### config.mk
export PLATFORM = sky130hd
export DESIGN_NAME = ltc2992_poll_seq
export DESIGN_NICKNAME = d
export VERILOG_FILES = /design/src/rtl/ltc2992_poll_seq.sv
export SDC_FILE = /design/constraint.sdc
export NUM_CORES = 1
export LEC_CHECK = 0
export CORE_MARGIN = 4
export CORE_UTILIZATION = 60
export DETAILED_ROUTE_END_ITERATION = 8
export DONT_BUFFER_PORTS = 1
export PLACE_DENSITY_LB_ADDON = 0.08
export SYNTH_ARGS = -nofsm -noshare
export SYNTH_HDL_FRONTEND = slang
export SYNTH_SLANG_ARGS = --single-unit
### constraint.sdc
create_clock -name I_clk -period 4.1 [get_ports I_clk]
set_input_delay 1.23 -clock I_clk [delete_from_list [all_inputs] [get_ports I_clk]]
set_output_delay 1.23 -clock I_clk [all_outputs]
set_load 0.02 [all_outputs]
### src/rtl/ltc2992_poll_seq.sv
// ltc2992_poll_seq: polls four LTC2992 ADC result registers through the I2C
// register-read engine at a fixed sweep period. Each read is bounded by a
// timeout and publishes a channel-tagged 12-bit result with a valid strobe.
module ltc2992_poll_seq #(
    parameter logic [6:0]  P_DEV_ADDR    = 7'h6F,
    parameter logic [23:0] P_PERIOD_CYC  = 24'd1_000_000,
    parameter logic [19:0] P_TIMEOUT_CYC = 20'd200_000,
    parameter logic [3:0]  P_GAP_CYC     = 4'd4
) (
    input  logic        I_clk,
    input  logic        I_rst_n,
    input  logic        I_start_en,
    input  logic        I_recv_done,
    input  logic [15:0] I_recv_data,
    output logic        O_recv_en,
    output logic [6:0]  O_dev_addr,
    output logic [7:0]  O_word_addr,
    output logic [1:0]  O_BYTE,
    output logic [1:0]  O_ch_id,
    output logic [11:0] O_ch_data,
    output logic        O_ch_valid,
    output logic        O_timeout,
    output logic [7:0]  O_err_cnt,
    output logic        O_busy
);

    typedef enum logic [2:0] {
        S_IDLE,
        S_ISSUE,
        S_WAIT_DONE,
        S_GAP,
        S_WAIT_PERIOD
    } state_t;

    // The period counter is loaded on the edge leaving ISSUE and is tested in
    // WAIT_PERIOD one cycle ahead of the next ISSUE, so the next channel-0
    // ISSUE lands exactly P_PERIOD_CYC cycles after the previous one.
    localparam logic [23:0] PER_LOAD  = P_PERIOD_CYC - 24'd2;
    localparam logic [19:0] TMO_LAST  = P_TIMEOUT_CYC - 20'd1;
    // GAP lasts P_GAP_CYC-1 cycles; the ISSUE cycle supplies the last low cycle.
    localparam logic [3:0]  GAP_LAST  = P_GAP_CYC - 4'd2;

    state_t      state_q, state_d;
    logic [1:0]  ch_idx_q, ch_idx_d;
    logic        start_q, start_d;
    logic [23:0] per_q, per_d;
    logic [19:0] tmo_q, tmo_d;
    logic [3:0]  gap_q, gap_d;
    logic        recv_en_q, recv_en_d;
    logic [7:0]  word_addr_q, word_addr_d;
    logic [1:0]  ch_id_q, ch_id_d;
    logic [11:0] ch_data_q, ch_data_d;
    logic        ch_valid_q, ch_valid_d;
    logic        timeout_q, timeout_d;
    logic [7:0]  err_cnt_q, err_cnt_d;

    function automatic logic [7:0] reg_addr(input logic [1:0] idx);
        case (idx)
            2'd0:    reg_addr = 8'h14;  // delta-SENSE1 MSB
            2'd1:    reg_addr = 8'h1E;  // SENSE1 MSB
            2'd2:    reg_addr = 8'h46;  // delta-SENSE2 MSB
            default: reg_addr = 8'h50;  // SENSE2 MSB
        endcase
    endfunction

    // Next-state and registered-output computation for the polling FSM.
    always_comb begin
        // NOTE: every signal gets a default first so no path can infer a latch.
        state_d     = state_q;
        ch_idx_d    = ch_idx_q;
        start_d     = I_start_en;
        per_d       = (per_q != 24'd0) ? per_q - 24'd1 : 24'd0;
        tmo_d       = tmo_q;
        gap_d       = gap_q;
        recv_en_d   = recv_en_q;
        word_addr_d = word_addr_q;
        ch_id_d     = ch_id_q;
        ch_data_d   = ch_data_q;
        ch_valid_d  = 1'b0;
        timeout_d   = 1'b0;
        err_cnt_d   = err_cnt_q;

        case (state_q)
            S_IDLE: begin
                recv_en_d = 1'b0;
                per_d     = 24'd0;
                // Start needs the enable seen on two consecutive edges.
                if (start_q && I_start_en) begin
                    state_d = S_ISSUE;
                end
            end
            S_ISSUE: begin
                if (ch_idx_q == 2'd0) begin
                    per_d = PER_LOAD;
                end
                word_addr_d = reg_addr(ch_idx_q);
                recv_en_d   = 1'b1;
                tmo_d       = 20'd0;
                state_d     = S_WAIT_DONE;
            end
            S_WAIT_DONE: begin
                tmo_d = tmo_q + 20'd1;
                if (I_recv_done) begin
                    // Done wins over a coincident timeout.
                    ch_data_d  = I_recv_data[15:4];
                    ch_id_d    = ch_idx_q;
                    ch_valid_d = 1'b1;
                    recv_en_d  = 1'b0;
                    gap_d      = 4'd0;
                    state_d    = S_GAP;
                end else if (tmo_q == TMO_LAST) begin
                    timeout_d = 1'b1;
                    err_cnt_d = (err_cnt_q == 8'hFF) ? err_cnt_q : err_cnt_q + 8'd1;
                    recv_en_d = 1'b0;
                    gap_d     = 4'd0;
                    state_d   = S_GAP;
                end
            end
            S_GAP: begin
                if (gap_q == GAP_LAST) begin
                    if (ch_idx_q == 2'd3) begin
                        ch_idx_d = 2'd0;
                        state_d  = S_WAIT_PERIOD;
                    end else begin
                        ch_idx_d = ch_idx_q + 2'd1;
                        state_d  = S_ISSUE;
                    end
                end else begin
                    gap_d = gap_q + 4'd1;
                end
            end
            S_WAIT_PERIOD: begin
                if (per_q == 24'd0) begin
                    state_d = S_ISSUE;
                end
            end
            default: begin
                state_d = S_IDLE;
            end
        endcase

        // Dropping the enable aborts from any state; results and error count stay.
        if (!I_start_en) begin
            state_d    = S_IDLE;
            recv_en_d  = 1'b0;
            ch_idx_d   = 2'd0;
            per_d      = 24'd0;
            tmo_d      = 20'd0;
            gap_d      = 4'd0;
            ch_valid_d = 1'b0;
            timeout_d  = 1'b0;
            ch_id_d    = ch_id_q;
            ch_data_d  = ch_data_q;
            err_cnt_d  = err_cnt_q;
        end
    end

    // State and output registers with synchronous active-low reset.
    always_ff @(posedge I_clk) begin
        if (!I_rst_n) begin
            // NOTE: every flop here is a control/status register, so all get a reset value.
            state_q     <= S_IDLE;
            ch_idx_q    <= 2'd0;
            start_q     <= 1'b0;
            per_q       <= 24'd0;
            tmo_q       <= 20'd0;
            gap_q       <= 4'd0;
            recv_en_q   <= 1'b0;
            word_addr_q <= 8'd0;
            ch_id_q     <= 2'd0;
            ch_data_q   <= 12'd0;
            ch_valid_q  <= 1'b0;
            timeout_q   <= 1'b0;
            err_cnt_q   <= 8'd0;
        end else begin
            // NOTE: non-blocking assignments so every flop samples pre-edge values.
            state_q     <= state_d;
            ch_idx_q    <= ch_idx_d;
            start_q     <= start_d;
            per_q       <= per_d;
            tmo_q       <= tmo_d;
            gap_q       <= gap_d;
            recv_en_q   <= recv_en_d;
            word_addr_q <= word_addr_d;
            ch_id_q     <= ch_id_d;
            ch_data_q   <= ch_data_d;
            ch_valid_q  <= ch_valid_d;
            timeout_q   <= timeout_d;
            err_cnt_q   <= err_cnt_d;
        end
    end

    assign O_recv_en   = recv_en_q;
    assign O_dev_addr  = P_DEV_ADDR;
    assign O_word_addr = word_addr_q;
    assign O_BYTE      = 2'd2;
    assign O_ch_id     = ch_id_q;
    assign O_ch_data   = ch_data_q;
    assign O_ch_valid  = ch_valid_q;
    assign O_timeout   = timeout_q;
    assign O_err_cnt   = err_cnt_q;
    assign O_busy      = (state_q != S_IDLE);

endmodule

==> summary.txt <==
Synth Area per Inst: 8.31 sq um
Row cnt: 29
Vias in the first global route: 2889
EDFF count, synth: 0
Post-synth top cells: dfxtp_1 (84), nand2_1 (51), a21oi_1 (43), nor2_1 (43)
Post-CTS Setup Repair Bufs: 0
CTS tree: yes
Final period util: 63.8%
Pwr dens: 414 nW/um^2
Iteration-0 DRC Markers: 107
Yosys cell types: 52
Synth top area share: 43.1%
Worst Path Arrival: 2900 ps
DP Worst Slack: 1310 ps
Post_cts resized: 0
Crit path buffers/inverters: 0
Critical path peak fanout: 14
Pin count of the biggest net entering global routing: 29
Area Overhead vs Synth: 5.71%
DR pass1 iterations: 4
#FFs+latches synth: 84
Initial antenna violation count: 0
PortBufs: 0
Fmax: 382 MHz
Worst Setup Path Type: register to register
Clock transition at the registers of the reported paths: 90 ps
Synth Area in Compound Gates: 14.8%
Register area share after synthesis: 43.1%
Hold WC Path Type: register to register
Critical path's top delay family: simple AND/OR/NAND/NOR gates
Hold Vio Cnt, Final: 0
Peak VDD IR: 0.260 mV
Synth Flop Type: dfxtp_1
Mapped cell area: 3900 sq um
Max-Cap Viols: 0
Drt drc: 0
RSZ-0062 raised after global routing: false
Setup Viol. Count Final: 0
Main combinational cell family by area after synthesis: simple AND/OR/NAND/NOR gates
Slowest cell delay on critical path: 590 ps
Mux contribution to synthesized area: 1.09%
Max-slew violation count: 0
Post-Route WL: 7890 microns
Drt wl/cell: 14.6 microns
Cts bufs inserted: 9
Critical Path Start Type: register
Die width: 88.6 microns
Design Area, Final: 4120 sq um
Vias per cell: 5.87
Count of antenna-violating nets left after detailed routing: 0
Synth Warn #: 0
Simple-gate share of the synthesized area: 26.7%
Final net count: 490
Slew @ Worst Pin: 1100 ps
# IOs: 63
Lkg Pwr: 1.50 nW
Slew HR: 25.8%
N_diodes: 0
CP cell instances: or3b_1 -> a211oi_1 -> nand4b_1 -> or4_1 -> a21oi_1
Core area: 6310 sq um
Post-DP Area: 3880 sq um
Kind of end point of the critical path: register
Area leader, netlist: dfxtp_1
Most numerous cell in the Yosys netlist: dfxtp_1
Worst skew pair latency: 350 ps
Die area: 7850 sq um
Adder-cell share of the synthesized area: 3.21%
Gpl congestion: 0.832
First-pass GRT wire length: 13400 microns
Cells after synthesis: 469
DP Wirelength: 5460 microns
Hold_buf cts: 0
Post-synthesis xor/xnor area fraction: 5.39%
WP data required: 4380 ps
Initial core utilization: 61.8%
Share of async-settable or async-resettable flops after synthesis: 0%
Area contributors post-synth: dfxtp_1 (43%), a21oi_1 (5.5%), nand2_1 (4.9%)
Num Clock Sinks: 84
Routed vias: 3181
GRT Util Overall: 21.4%
Outcome: completed
Max Root-Sink Buffers: 2
Layout cell share with drive strength beyond 1: 5.81%
CTS H-Tree Depth: 3
Clock root cell: clkbuf_8
Setup ws final: 1480 ps
Setup_tns: 0 ps
CP max-delay cell: or3b_1
Die Span Y: 88.6 microns
Min Tclk post-route: 2620 ps
Clk_skew: 12.4 ps
Grt ovf: 0
==> per-layer routing <==
layer  routed length [microns]  vias to the layer above  global-route usage [%]
li1                          -                     1636                       -
met5                         0                        -                       0
met4                       116                        0                    9.20
met2                      3360                       61                    30.6
met1                      3930                     1475                    30.1
met3                       486                        9                    5.96
==> placed cells by master (no fill, tap or decap), types with 3 or more instances in the layout <==
cell type  count
or2_2          3
and3_1         7
o21ai_0       22
nand4_1        8
ha_1          10
dfxtp_1       84
xnor2_1       20
o41ai_1        4
nand2_1       51
nor2_1        43
o2111ai_1      4
nor4_1        10
a21oi_1       43
a31oi_1        3
xor2_1         4
o31ai_1        3
or3_1         16
and2_1         3
nor3b_1        4
nand3_1       22
a211oi_1       4
nor3_1        18
or4_1          7
clkbuf_8       9
inv_1         10
conb_1        12
bufinv_16      3
==> through the flow <==
step	utilization [%]	hold slack (ps)	power (W)	instances
floorplan	-	420	0.000995	479
global placement	61.4	431	0.00101	526
detailed placement	61.4	446	0.00101	526
CTS	65.3	459	0.00172	542
global route	65.3	502	0.00178	542
finish	65.3	461	0.00171	542
==> registers in the layout (all words and copies together) (netlist names) <==
name,flops
O_word_addr,5
O_recv_en,1
O_err_cnt,8
ch_idx_q,2
gap_q,4
state_q,3
O_timeout,1
O_ch_valid,1
O_ch_id,2
start_q,1
per_q,24
tmo_q,20
O_ch_data,12
==> kinds of logic after synthesis <==
kind of cell / count (synthesis)
simple gates: 205
compound gates: 96
flops: 84
buf+inv: 44
xor+xnor: 24
fa+ha+maj: 10
mux: 4
other cells: 2
==> worst paths after layout <==
| kind | from | end | slack, ps | cells past startpoint |
|---|---|---|---|---|
| min | per_q[0] | per_q[0] | 460 | 1 |
| max | state_q[1] | O_err_cnt[5] | 1480 | 5 |
| max reg2reg | state_q[1] | O_err_cnt[5] | 1480 | 5 |
| min reg2reg | per_q[0] | per_q[0] | 460 | 1 |
==> final cells by class <==
| cell class | instances | area, sq um |
|---|---|---|
| repair buffers | 2 | 15.0 |
| flip-flops and latches | 84 | 1680 |
| multi-input cells | 351 | 2040 |
| well taps | 77 | 96.3 |
| clock inverters | 7 | 121 |
| inverters | 12 | 45.0 |
| fillers | 537 | 2190 |
| clock buffers | 9 | 124 |
==> power by group <==
part / internal [W] / switching (W) / total (W) / leakage, nW
Clock: 0.000409 / 0.000304 / 0.000713 / 0.124
Sequential: 0.000824 / 0.0000137 / 0.000838 / 0.677
Combinational: 0.0000623 / 0.0000926 / 0.000155 / 0.699
Note: power is estimated with default switching activity, not from simulation.
==> patch, RTL diff (same settings) <==
Take the reset off `word_addr_q` and load it in a clocked block of its own.
--- a/src/rtl/ltc2992_poll_seq.sv
+++ b/src/rtl/ltc2992_poll_seq.sv
@@ -167,5 +167,4 @@
             gap_q       <= 4'd0;
             recv_en_q   <= 1'b0;
-            word_addr_q <= 8'd0;
             ch_id_q     <= 2'd0;
             ch_data_q   <= 12'd0;
@@ -182,5 +181,4 @@
             gap_q       <= gap_d;
             recv_en_q   <= recv_en_d;
-            word_addr_q <= word_addr_d;
             ch_id_q     <= ch_id_d;
             ch_data_q   <= ch_data_d;
@@ -189,4 +187,8 @@
             err_cnt_q   <= err_cnt_d;
         end
+    end
+
+    always_ff @(posedge I_clk) begin
+        word_addr_q <= word_addr_d;
     end
 
Function: differs if I_rst_n is asserted again (counterexample within 4 cycles, from zero or initial values and one cycle with I_rst_n low); with I_rst_n held inactive, the same outputs for 10 cycles.
==> patch against the original RTL <==
Synthesized cell count fell by 2.6%; wire length fell by 2.9%; synthesized area rose by 0.74%; sequential share of layout area rose by 1.8 points; final area fell by 1.4%; total power fell by 12%; worst setup slack got worse by 0.015 ns; clock skew rose by 0.0029 ns; global-route usage fell by 1.4 points; hold slack improved by 0.0023 ns; sequential cell count did not move; via count fell by 3.1%; non-clock buffer count did not move; core utilization fell by 1.3 points; critical endpoint is now O_busy.
==> patch: results (changes against the original RTL) <==
Run status
  – Outcome: finished clean

Global route
  – Initial antenna violation count: 0 (unchanged)
  – First-pass GRT wire length: 12500 um (-6.7%)
  – Vias in the first global route: 2775 (-3.9%)
  – Gr usage total: 20.0% (-1.4 points)
  – Pin count of the biggest net entering global routing: 25 (-14%)

Power
  – Leak: 1.55 nW (+3.0%)
  – Worst IR Drop VDD: 228 uV (-12%)
  – Clk pwr: 0.000534 W (-25%)
  – Switching part of the total: 25.5% (+1.5 points)

Job
  – Max-Cap Viols: 0 (unchanged)

Clocking
  – Skew-Pair Late Insertion Delay: 0.35 ns (about the same)
  – Resized cells post-CTS: 0 (unchanged)
  – CTS root buffer: clkbuf_8
  – Total CTS buffers: 9 (unchanged)
  – CTS H-tree lvls: 3 (unchanged)
  – Post-CTS setup buffers: 0 (unchanged)

Synth
  – Synth Warn #: 0 (unchanged)
  – Commonest cells in the synthesized netlist: dfxtp_1, nand2_1, nor2_1
  – Sequential-to-total area share from yosys stat: 44.1% (+0.96 points)
  – Ranking of synthesized cells by area: dfxtp_1, nand2_1, a21oi_1
  – Post-synth cell types: 53 (+1.9%)
  – Post-synth EDFFs: 5 (+5)
  – Post-synth ARST share: 0% (unchanged)

Timing
  – Worst-Margin Slew: 0.657 ns (-0.447 ns)
  – Hold Fails Final Rpt: 0 (unchanged)
  – Clock skew: 0.0153 ns (+0.00291 ns)

Worst hold path
  – Hold Crit Start: per_q[0]
  – Hold Crit Depth: 1 (unchanged)
  – Hold Crit Class: register to register
  – Hold EP: per_q[0]

Setup path
  – Slowest cell on crit path: or3_1
  – Flop2flop setup slack: 1.49 ns (about the same)
  – R2r startpoint: state_q[1]
  – CP arrival: 1.40 ns (-1.50 ns)
  – Largest delay contributor family on the critical path: simple AND/OR/NAND/NOR gates
  – Crit-path max FO: 17 (+3)
  – Crit path from: state_q[0]
  – Slowest stage delay, CP: 0.57 ns (-0.02 ns)
  – R2r worst-path depth: 5 (unchanged)

Routing
  – DR pass1 iterations: 4 (unchanged)
  – WL final: 7670 um (-2.9%)
  – DR vias/cell: 5.84 (-0.54%)
  – Initial DRC count: 174 (+63%)

Place
  – PortBufs: 0 (unchanged)
  – Final Wtd Congestion: 0.863 (+3.8%)
  – HPWL after detailed placement: 5410 um (-0.94%)

Final layout
  – Layout cells sized above 1: 6.87% (+1.1 points)
  – Fin nets: 476 (-2.9%)
  – Antenna Cells: 0 (unchanged)
patch: how the worst max path moves through the flow:
stage / endpoint / slack, ns
after floorplan: O_err_cnt[6] / 1.68
after global placement: O_err_cnt[7] / 1.51
after detailed placement: O_err_cnt[5] / 1.53
after CTS: O_busy / 1.45
after global routing: O_err_cnt[7] / 1.27
final: O_busy / 1.47
patch: final cells by class:
type / count / area, sq um
Tap cell: 77 / 96.3
Inverter: 16 / 60.1
Multi-Input combinational cell: 333 / 1980
Sequential cell: 84 / 1730
Clock buffer: 11 / 141
Fill cell: 562 / 2290
Clock inverter: 5 / 35.0
Timing Repair Buffer: 2 / 15.0
patch: per-layer routing:
metal	part of all wire [%]	up-vias	track usage, %
met1	46	1414	25.9
met4	0.97	0	6.46
li1	-	1585	-
met5	0	-	0
met3	7.7	6	6.27
met2	45	77	31.8
patch: cell families after synthesis:
group           synth area share (%)
compound gates                  15.3
xor+xnor                        4.91
fa+ha+maj                       3.19
buf+inv                         6.37
flops                           44.1
mux                             1.05
other cells                    0.191
simple gates                    24.9
patch: through the flow:
| stage | cell area (sq um) | utilization, % | total power (W) | std cells | hold slack [ns] |
|---|---|---|---|---|---|
| CTS | 4060 | 64.0 | 0.00151 | 528 | 0.469 |
| global placement | 3890 | 61.2 | 0.000979 | 512 | 0.441 |
| detailed placement | 3890 | 61.2 | 0.000981 | 512 | 0.451 |
| global route | 4060 | 64.0 | 0.00157 | 528 | 0.502 |
| floorplan | 3970 | - | 0.000971 | 467 | 0.425 |
| finish | 4060 | 64.0 | 0.00150 | 528 | 0.463 |
patch: worst reg2reg max path, stage by stage (launching register included):
cell,delay (ns)
dfxtp_1,0.51
nor3b_4,0.55
nand4_1,0.27
or4_4,0.66
or4_1,0.42
a21oi_1,0.14
